[src/rtl/clock_phase_gen.sv]
// clock_phase_gen: four-phase machine clock generator with run/halt/single-step control
// Ports:
//   clk        system clock, all logic on the rising edge
//   rst        synchronous reset, active low
//   run        level, free-run machine cycles back to back
//   halt       pulse, stop at the end of the current machine cycle
//   step_req   pulse, run exactly one machine cycle while stopped
//   mclk       machine clock
//   mclk_e     enable strobe (mclk OR delayed mclk)
//   mclk_s     set strobe (mclk AND delayed mclk)
//   busy       high while a machine cycle is in progress
//   cycle_cnt  count of completed machine cycles
// Optional feature: define CLKGEN_SINGLE_STEP_EN to enable step_req.
module clock_phase_gen #(
    parameter int DIV   = 4,
    parameter int CNT_W = 16
) (
    input  logic             clk,
    input  logic             rst,
    input  logic             run,
    input  logic             halt,
    input  logic             step_req,
    output logic             mclk,
    output logic             mclk_e,
    output logic             mclk_s,
    output logic             busy,
    output logic [CNT_W-1:0] cycle_cnt
);
    typedef enum logic {STOP, ACTIVE} state_t;
    localparam logic [7:0] DIV_LAST = 8'(DIV - 1);
    state_t           state_q, state_d;
    logic [1:0]       phase_q, phase_d;
    logic [7:0]       div_q, div_d;
    logic [CNT_W-1:0] cnt_q, cnt_d;
    logic             halted_q, halted_d;
    logic             halt_pend_q, halt_pend_d;
    logic             single_q, single_d;
    logic [3:0]       out_q, out_d;
    logic             step_ok, last, stop_end, active_d;
`ifdef CLKGEN_SINGLE_STEP_EN
    assign step_ok = step_req && state_q == STOP;
`else
    logic step_unused;
    assign step_unused = step_req;
    assign step_ok     = 1'b0;
`endif
    assign last     = state_q == ACTIVE && phase_q == 2'd3 && div_q == DIV_LAST;
    // a halt arriving on the final edge of P3 still stops this cycle
    assign stop_end = halt_pend_q | halt;
    always_comb begin
        state_d     = state_q;
        phase_d     = 2'd0;
        div_d       = 8'd0;
        cnt_d       = cnt_q;
        halt_pend_d = 1'b0;
        single_d    = 1'b0;
        // a new halt request wins over the run=0 clear on the same edge
        halted_d    = halted_q & run;
        if (state_q == STOP) begin
            halted_d = halted_d | halt;
            single_d = step_ok;
            if ((run && !halted_q && !halt) || step_ok) state_d = ACTIVE;
        end else if (last) begin
            cnt_d    = cnt_q + CNT_W'(1);
            halted_d = halted_d | stop_end;
            state_d  = (run && !halted_q && !stop_end && !single_q) ? ACTIVE : STOP;
        end else begin
            div_d       = div_q == DIV_LAST ? 8'd0 : div_q + 8'd1;
            phase_d     = div_q == DIV_LAST ? phase_q + 2'd1 : phase_q;
            halt_pend_d = stop_end;
            single_d    = single_q;
        end
        // outputs are decoded from next state so they register in step with it
        active_d = state_d == ACTIVE;
        out_d    = {active_d && !phase_d[1], active_d && phase_d != 2'd3,
                    active_d && phase_d == 2'd1, active_d};
    end
    always_ff @(posedge clk) begin
        if (!rst) begin
            state_q     <= STOP;
            phase_q     <= 2'd0;
            div_q       <= 8'd0;
            cnt_q       <= '0;
            halted_q    <= 1'b0;
            halt_pend_q <= 1'b0;
            single_q    <= 1'b0;
            out_q       <= 4'd0;
        end else begin
            state_q     <= state_d;
            phase_q     <= phase_d;
            div_q       <= div_d;
            cnt_q       <= cnt_d;
            halted_q    <= halted_d;
            halt_pend_q <= halt_pend_d;
            single_q    <= single_d;
            out_q       <= out_d;
        end
    end
    assign {mclk, mclk_e, mclk_s, busy} = out_q;
    assign cycle_cnt = cnt_q;
endmodule

[config.mk]
export PLATFORM = sky130hd
export DESIGN_NAME = clock_phase_gen
export DESIGN_NICKNAME = d
export VERILOG_FILES = /design/src/rtl/clock_phase_gen.sv
export SDC_FILE = /design/constraint.sdc
export NUM_CORES = 1
export LEC_CHECK = 0
export CAP_MARGIN = 10
export CORE_AREA = 2 2 63 50
export DETAILED_ROUTE_END_ITERATION = 6
export DIE_AREA = 0 0 65 52
export GPL_TIMING_DRIVEN = 0
export MAX_ROUTING_LAYER = met4
export PLACE_DENSITY = 0.85
export RECOVER_POWER = 50
export SLEW_MARGIN = 20
export SYNTH_ARGS = -nofsm -noshare
export SYNTH_HDL_FRONTEND = slang
export SYNTH_SLANG_ARGS = --single-unit
[constraint.sdc]
create_clock -name clk -period 4.25 [get_ports clk]
set_input_delay 0.85 -clock clk [delete_from_list [all_inputs] [get_ports clk]]
set_output_delay 0.85 -clock clk [all_outputs]
set_load 0.005 [all_outputs]
* Yosys cells after proc, flatten, opt, wreduce, memory -nomap -nowiden *
Index checks and enable logic that the tools add are counted.
W data, S select, Z words.

word-level totals
  input port bits = 5
  output and inout port bits = 20
  bits in registers = 33

operators by class
  eq/ne operators = 4
  reduce and logical (&&, ||, !) cells = 15
  bitwise gates (word level) = 6
  $add $sub $neg = 3
  muxes and demuxes = 9

operator list
  kind                     number
  $add A16 B1 Y16 const B  1
  $add A8 B1 Y8 const B    1
  $eq A8 B2 Y1 const B     1
  $logic_and A1 B1 Y1      8
  $mux W1                  6
  $mux W2                  3
  $logic_not A1 Y1         4
  $reduce_or A4 Y1         1
  $or A1 B1 Y1             3
  $reduce_or A3 Y1         1
  $add A2 B1 Y2 const B    1
  $eq A2 B1 Y1 const B     1
  $eq A2 B2 Y1 const B     1
  $ne A2 B2 Y1 const B     1
  $not A1 Y1               2
  $reduce_and A2 Y1        1
  $and A1 B1 Y1            1

* Longest topological paths before layout *
Gate-level depths: netlist of run 1.

  word-level depth = 7
  depth in mapped cells = 7
  mapped depth without buffers = 5

* Worst setup path before layout of run 1 *
Ideal clock, no wire load.

  path kind = register to register
  start = register div_q[0]
  end = register cnt_q[12] (netlist: cycle_cnt[12])
  required time = 4.179 ns
  stages on the path, launching flop included = 8
  library setup time = 0.071 ns
  path buffers = 2
  period minus slack after synthesis = 2.367 ns
  path slack = 1.883 ns
  data arrival time = 2.297 ns
  cells stage by stage = dfxtp_1 > ha_1 > or4b_1 > buf_2 > or3_4 > buf_6 > or4_1 > a21oi_1

between the ends
  word-level cells in the longest chain between the ends = 3

RTL lines
  what                                line  RTL
  from (decl)                         33    logic [7:0] div_q, div_d;
  from (signal assigned)              91    div_q <= div_d;
  $eq A8 B2 Y1                        47    assign last = state_q == ACTIVE && phase_q == 2'd3 && div_q == DIV_LAST;
  $logic_and A1 B1 Y1                 47
  $reduce_and A2 Y1 (no source line)  n/a
  to (signal assigned)                92    cnt_q <= cnt_d;
  to (decl)                           34    logic [CNT_W-1:0] cnt_q, cnt_d;

No other way between the ends.
A chain may end at the register's enable or synchronous reset.

* Worst setup path after layout of run 1 *
  start = register div_q[0]
  end = register cnt_q[14] (netlist: cycle_cnt[14])

The elaborated chain is that of the path after synthesis.

==> run summary, run 1 <==
The run finished with clean final reports. The initial antenna violation count is 0. The internal power contribution came out at 0.418 mW.

The combinational power share came out at 3.8%. Using the TritonRoute via totals, the vias-per-cell ratio works out to 5.71. The final setup violation count came out at 0. The launch point of the worst reg-to-reg path is div_q[0]$_SDFF_PP0_. Across the VDD grid, the largest voltage drop is ~0.00022 V.

The number of clock buffers inserted by TritonCTS is 5. The XOR/XNOR share of the synthesized area is under 10%. The leakage power came out at between 0.6 and 0.7 nW. The maximum cell stage delay along the critical path is around 0.5 ns. Yosys attributes the largest share of cell area to dfxtp_1, a21oi_1, nand3_1, or3_1, xor2_1. Summing all multi-input logic gate instances after layout gives roughly 750 sq um. The post-cts hold buffer count is 0. The final HPWL from detailed placement is about 2200 microns.

The tightest min-delay check is of the reg2reg type. The synthesized cell area came out at 1440 sq um. For this run, the register share of the synthesized area comes to 44.4%. The filler cell count is between 200 and 250. The total detailed-routing wirelength came out at about 3100 microns. The cell area after placement is 1720 sq um. The category of cells accounting for the largest share of critical-path delay is simple AND/OR/NAND/NOR gates. The critical path startpoint category is a flop. The total net switching power came out at 0.111 mW. The max-cap check violation count came out at 0.

The fraction of synthesized cell area taken by the top area cell type came out at 44.4%. In this run, distinct cell masters in the synthesized netlist total 33. The all-layer global routing usage is 21.5%. The net count reported at finish is 205. The core outline area is 2790 sq um. The count of antenna-violating nets left after detailed routing is 0. The first-iteration detailed-routing DRC count came out at between 50 and 60. The maximum fanout along the worst path came out at 10. The number of buffers on the longest clock path is 2. The number of core rows came out at 17. The total inserted antenna cells came out at 0.

The arrival time at the worst endpoint is about 2.8 ns. The largest net degree at the start of global routing came out at 11. The TritonCTS clock tree is yes. Summing the areas of all compound-gate instances in the mapped netlist gives approximately 14% of the synthesized area. The dominant combinational cell family by area after synthesis is simple AND/OR/NAND/NOR gates. In the synthesized netlist, the number of instances is about 170. The first-pass GRT wire length came out at about 5300 microns. The mean post-synth cell area is between 8 and 9 sq um. The CTS sink count came out at 32. In the synthesized netlist the dominant register cell turns out to be dfxtp_1. Per report_power, the sequential group accounts for between 50% and 60% of the total. The number of global-route vias before repair came out at 1,253. The number of levels in the clock H-tree came out at 2. Across the whole layout, storage elements account for around 640 sq um. The proportion of total power due to net switching came out at roughly a fifth. The number of hold violations in the final report came to 0. The post-route DRC violation count is 0.

The first-pass iteration count of the detailed router came out at 4. The count of pins over their slew limit is 0. The maximum frequency from static timing analysis is approximately 380 MHz. For the worst setup path, the data required time is 4.46 ns. The slowest stage of the critical path belongs to the cell or4_1. The final global-route overflow total came out at 0.

The shortest clock period the worst path allows after layout came out at between 2 and 3 ns. The startpoint identified for the worst hold timing path is halt_pend_q$_SDFF_PP0_. The post-synthesis share of cell area spent on and, or, nand and nor gates came out at between 20% and 30%.

The post-synthesis adder-cell area fraction came out at under 10%. STA classifies the critical path endpoint as a flop. Clock-pin slew was measured on the worst setup and hold paths at 0.06 ns. In this run the worst setup path begins at div_q[0]$_SDFF_PP0_. Dividing the detail-routed wire length by the instance count gives about 13 microns.

25 I/O pins were placed. Setup repair after global routing left no endpoint under its margin. The number of I/O port buffers came out at 23. The multiplexer area fraction after synthesis came out at less than 1%. Summing over every cut layer, the via total after detailed routing is 1,331. The clock network is responsible for between 30% and 40% of the overall power. Measured against its own limit, the worst slew margin works out to between 50 and 60%. The chip height came out at around 52 microns. The count of flip-flops with a built-in enable after synthesis came out at 0. The initial core utilization came out at ~52%. The design draws around 0.53 mW. The number of buffers inserted to repair setup after CTS came out at 0. The power per standard cell area is between 200 and 300 nW/um^2.

The total of flip-flops plus latches after synthesis is 32. The transition time at the pin with the least slew margin is about 0.65 ns. The floorplan die width is between 60 and 70 microns. The library cell occupying the most area in the post-synthesis netlist is dfxtp_1. The insertion delay to the later sink of the worst-skew pair came out at 0.28 ns. The root buffer selected by CTS is clkbuf_8. The cell area after layout is approximately 1800 sq um. Setup total negative slack on the finished layout was measured at 0 ns. The signal on the critical path passes through ha_1 > or4b_1 > clkbuf_1 > or3_4 > buf_6 > or4_1 > a21oi_1.

The layout cell share with drive strength beyond 1 is under 10%. The area added between synthesis and finish came out at 23.9%. For this run, the number of Yosys warnings is 0.

Of all flip-flops after synthesis, the portion carrying an async set or reset was 0%. The count of cells resized by post-cts repair came out at 0. The die area is around 3400 sq um. The placer congestion estimate is a little under 0.9. The post-route clock skew came out at 0.00498 ns. The critical path in this run is classified as reg2reg. The buffers plus inverters on the worst setup path is 2.

The net count after synthesis is around 180. The final worst-path cycle share is roughly three fifths.
## cell type report
type	count	share of cell area [%]
well taps	38	2.66
multi-input cells	124	42.1
clock buffers	5	3.85
plain buffers	7	1.89
repair buffers	23	12.9
inverters	4	0.840
flip-flops and latches	32	35.8
## state kept, by name, indices dropped and copies added (netlist names)
signal	flops
div_q	8
halted_q	1
out_q	4
phase_q	2
cycle_cnt	16
halt_pend_q	1
## metrics by stage
stage	hold slack (ns)	std cells	utilization, %	worst slack (ns)
5_1_grt	0.510	233	64.2	1.44
3_5_place_dp	0.476	228	61.7	1.73
4_1_cts	0.485	233	64.2	1.72
6_report	0.483	233	64.2	1.64
3_3_place_gp	0.457	228	61.7	1.77
2_1_floorplan	0.438	167	-	1.88
## layout by cell type, fill, tap and decap left out, drive strengths merged, types with 2 or more instances in the layout
master,n
a21oi,17
or3,12
clkdlybuf4s50,7
ha,3
and3,3
nor4,2
inv,3
or4,3
nand4,4
xnor2,4
nor3,3
o31ai,5
and4,3
dfxtp,32
clkbuf,11
xor2,6
nor2,13
nand2,12
dlygate4sd3,16
nand3,14
and2,3
o21ai,8
## metal layers
metal	vias to the layer above	routed length (microns)	GRT usage [%]
met5	-	0	-
met4	0	49	8.51
met3	5	167	7.36
met2	34	1520	34.9
met1	627	1400	24.9
li1	665	-	-
## synth_stat cells, types with 4 or more instances
cell	number
nand3_1	14
xnor2_1	4
o31ai_1	5
nor2_1	13
xor2_1	6
o21ai_0	8
nand4_1	4
clkbuf_1	5
or3_1	11
dfxtp_1	32
a21oi_1	17
nand2_1	12
## cells by family (layout without fill, tap and decap cells)
group                    count (synthesis)  in the layout
AO/OA/AOI/OAI                           35             35
XOR/XNOR                                10             10
adder cells (fa/ha/maj)                  3              3
buffers and inverters                   11             39
flip-flops                              32             32
multiplexers                             1              1
AND/OR/NAND/NOR                         75             75
## power by group through the flow
stage          Sequential (mW)  Clock [mW]  Combinational (mW)
2_1_floorplan            0.313           0             0.00978
3_3_place_gp             0.313           0              0.0205
3_5_place_dp             0.313           0              0.0210
4_1_cts                  0.306       0.210              0.0213
5_1_grt                  0.306       0.222              0.0228
6_report                 0.306       0.202              0.0202
## worst register-to-register path: cells and delay by family, from the launching register on
kind,cells,cell delay (ns)
AO/OA/AOI/OAI,1,0.15
adder cells (fa/ha/maj),1,0.27
buffers and inverters,2,0.37
flip-flops,1,0.39
AND/OR/NAND/NOR,3,1.38
## final timing paths
kind	cells after the start	endpoint	slack (ns)
setup reg to reg	7	cycle_cnt[14]$_SDFFE_PN0P_	1.64
hold reg to reg	2	halt_pend_q$_SDFF_PP0_	0.48
setup / recovery	7	cycle_cnt[14]$_SDFFE_PN0P_	1.64
hold / removal	2	halt_pend_q$_SDFF_PP0_	0.48
(Power assumes the default switching activity.)
==> inputs of run 2 (changes only) <==
--- a/config.mk
+++ b/config.mk
@@ -6,12 +6,12 @@
 export NUM_CORES = 1
 export LEC_CHECK = 0
 export CAP_MARGIN = 10
-export CORE_AREA = 2 2 63 50
+export CORE_AREA = 2 2 68 54
 export DETAILED_ROUTE_END_ITERATION = 6
-export DIE_AREA = 0 0 65 52
+export DIE_AREA = 0 0 70 56
 export GPL_TIMING_DRIVEN = 0
 export MAX_ROUTING_LAYER = met4
-export PLACE_DENSITY = 0.85
+export PLACE_DENSITY = 0.78
 export RECOVER_POWER = 50
 export SLEW_MARGIN = 20
 export SYNTH_ARGS = -nofsm -noshare
==> constraint.sdc (replaced) <==
create_clock -name clk -period 2.4 [get_ports clk]
set_input_delay 0.48 -clock clk [delete_from_list [all_inputs] [get_ports clk]]
set_output_delay 0.48 -clock clk [all_outputs]
set_load 0.005 [all_outputs]
==> run 2 against run 1 <==
Worst setup slack worse by 1.6 ns. Cell count increased by 3.0%. Combinational power is 93% higher. Global-route usage decreased by 3.4 points. Design area is 4.3% higher. Clock-buffer cell count is 3 higher. Non-clock buffer count rose by 2. Routed wire length is 4.3% higher. Clock skew increased by 0.00099 ns. Largest cell class unchanged.
==> run summary, run 2 (synthesis results as in run 1) <==
The relative slew slack came out at a little over half. The number of flip-flops in the largest register is 16. The met2 wirelength from detailed routing is 1490 microns. The area growth from synthesis to layout is 29.3%. The power per standard cell area is between 500 and 600 nW/um^2. The number of hold violations in the final report came out at 0. The maximum frequency from static timing analysis is roughly 430 MHz. Entering global routing, the biggest net connects 11 pins.

The vias per cell came out at roughly 5.6. Once detail routing completed, the nets flagged for antenna violations numbered 0. The first-iteration detailed-routing DRC count is 95. The top routing layer in use is met4.

For this run, the number of standard cells in the final layout without fillers is between 200 and 250. The max-cap check violation count is 0. The hold slack is about 0.48 ns.

The initial antenna violation count came out at 0. The chip height came out at 56 microns. Once the floorplan was initialized, standard cells occupied 45.1% of the core. The transition time at the pin with the least slew margin came out at just under 0.7 ns.

The worst hold path class is reg2reg. The clock passes through at most 2 buffers. The floorplan has 18 rows. Leaving out fill and tap cells, the most frequent cell in the layout is dfxtp_1.

The post-route clock skew is roughly 0.006 ns. The run finished with clean final reports. After detailed routing, the total wire length is between 3000 and 4000 microns. After detailed routing, the wire length on met1 is around 1600 microns. The vias after detailed routing is 1,339. After clock tree synthesis, the clock-pin slew on the worst setup and hold paths is ~0.070 ns. TritonCTS built the clock tree. During I/O placement, the number of pins put on the boundary was 25. The die is around 70 microns wide. The first-pass GRT wire length is ~5500 microns. The cell area after placement came out at around 1700 sq um.

Leaving out fill and tap cells, the most frequent cells in the layout are dfxtp_1, dlygate4sd3_1, a21oi_1. The worst setup path is captured at a flop. The CTS sink count came out at 32. The total power is 0.996 mW. The cell area after layout came out at ~1900 sq um. The all-layer global routing usage came out at between 10% and 20%. The layout cell share with drive strength beyond 1 came out at around 8.5%.

For this run, the post-layout net count is roughly 210. CTS placed an instance of clkbuf_8 at the clock tree root. Clock tree synthesis inserted a total of 5 buffers. The final global-route overflow total is 0.

The count of pins over their slew limit is 0. In this run the worst path has a maximum fanout of 10. At the end of routability-driven placement, the weighted congestion stood at just over 0.9. The post-route DRC violation count came out at 0.

The critical path startpoint category is a flop. After detailed placement, the design holds a cell count of between 200 and 250. The met3 wire length came out at about 190 microns. The maximum VDD drop came out at between 0.0003 and 0.0004 V. The arrival time at the worst endpoint came out at approximately 2.6 ns.

The worst path uses 97.6% of the clock period. The shortest clock period the worst path allows after layout is approximately 2.3 ns. The core outline area is 3200 sq um. At the later pin of the worst-skew pair, clock insertion delay measures 0.28 ns. The final HPWL from detailed placement is between 2000 and 2500 microns. The data required time at the worst endpoint came out at 2.62 ns. The number of I/O port buffers came out at 23. The total negative setup slack came out at 0 ns. The critical path in this run is classified as reg2reg.

The first-pass iteration count of the detailed router is 4. The detailed-route wire length per cell came out at 13.7 microns. In this run the number of H-tree levels came out at 2.

The number of global-route vias before repair came out at 1,197. The die covers 3920 sq um. The number of antenna diodes in the final layout is 0.

The leakage power came out at around 0.7 nW. The filler cells instantiated in the layout total approximately 280. Setup violations remaining at the end of the flow were counted as 0. The post-cts hold buffer count came out at 0.
## run 2: cell count changes in the layout (fill, tap and decap cells not counted), moves of 2 or more
cell	previous run	this run
clkdlybuf4s50_1	7	3
dfxtp_1	32	30
buf_4	0	3
dlygate4sd3_1	16	20
dfxtp_4	0	2
## run 2: worst paths after layout
path,end,startpoint,depth (start not counted),slack [ns]
worst max-delay path,cycle_cnt[14]$_SDFFE_PN0P_,div_q[1]$_SDFF_PP0_,7,0.06
worst max register to register,cycle_cnt[14]$_SDFFE_PN0P_,div_q[1]$_SDFF_PP0_,7,0.06
worst min-delay path,cycle_cnt[15]$_SDFFE_PN0P_,cycle_cnt[15]$_SDFFE_PN0P_,2,0.48
worst min register to register,cycle_cnt[15]$_SDFFE_PN0P_,cycle_cnt[15]$_SDFFE_PN0P_,2,0.48
## run 2: routing by layer
metal,up-vias,track usage (%)
li1,676,-
met1,620,23.5
met2,38,26.9
met3,5,4.71
met4,0,7.42
met5,-,-
## run 2: worst max-delay path, cell delays in order (launching register included)
cell and delay (ns):
dfxtp_4 0.37, ha_4 0.16, or4b_1 0.45, buf_6 0.15
or3_4 0.38, buf_6 0.15, or4_4 0.51, a21oi_2 0.12
## run 2: through the flow
stage | setup slack (ns) | util [%]
finish | 0.0565 | 58.3
global route | -0.000441 | 58.3
CTS | 0.00837 | 57.2
detailed placement | -0.112 | 53.9
global placement | -0.0791 | 53.9
floorplan | 0.0327 | -
## run 2: where the power goes
group          leakage, nW  internal [mW]  switching (mW)
logic                0.377         0.0175          0.0214
clock network       0.0455          0.234           0.184
registers            0.260          0.537         0.00319
total                0.683          0.788           0.208
## run 2: area by class of cell
cell class | count | area (sq um) | area share, %
Buffer | 6 | 37.5 | 2.01
Inverter | 4 | 15.0 | 0.805
Sequential cell | 32 | 648 | 34.7
Multi-Input combinational cell | 124 | 772 | 41.4
Clock buffer | 8 | 90.1 | 4.83
Timing Repair Buffer | 26 | 253 | 13.5
Tap cell | 40 | 50.0 | 2.68
## run 2: timing repair
action	in CTS	in global routing
pin swaps	0	3
resized for setup	4	8
setup endpoints to repair	2	2
setup buffers	0	3
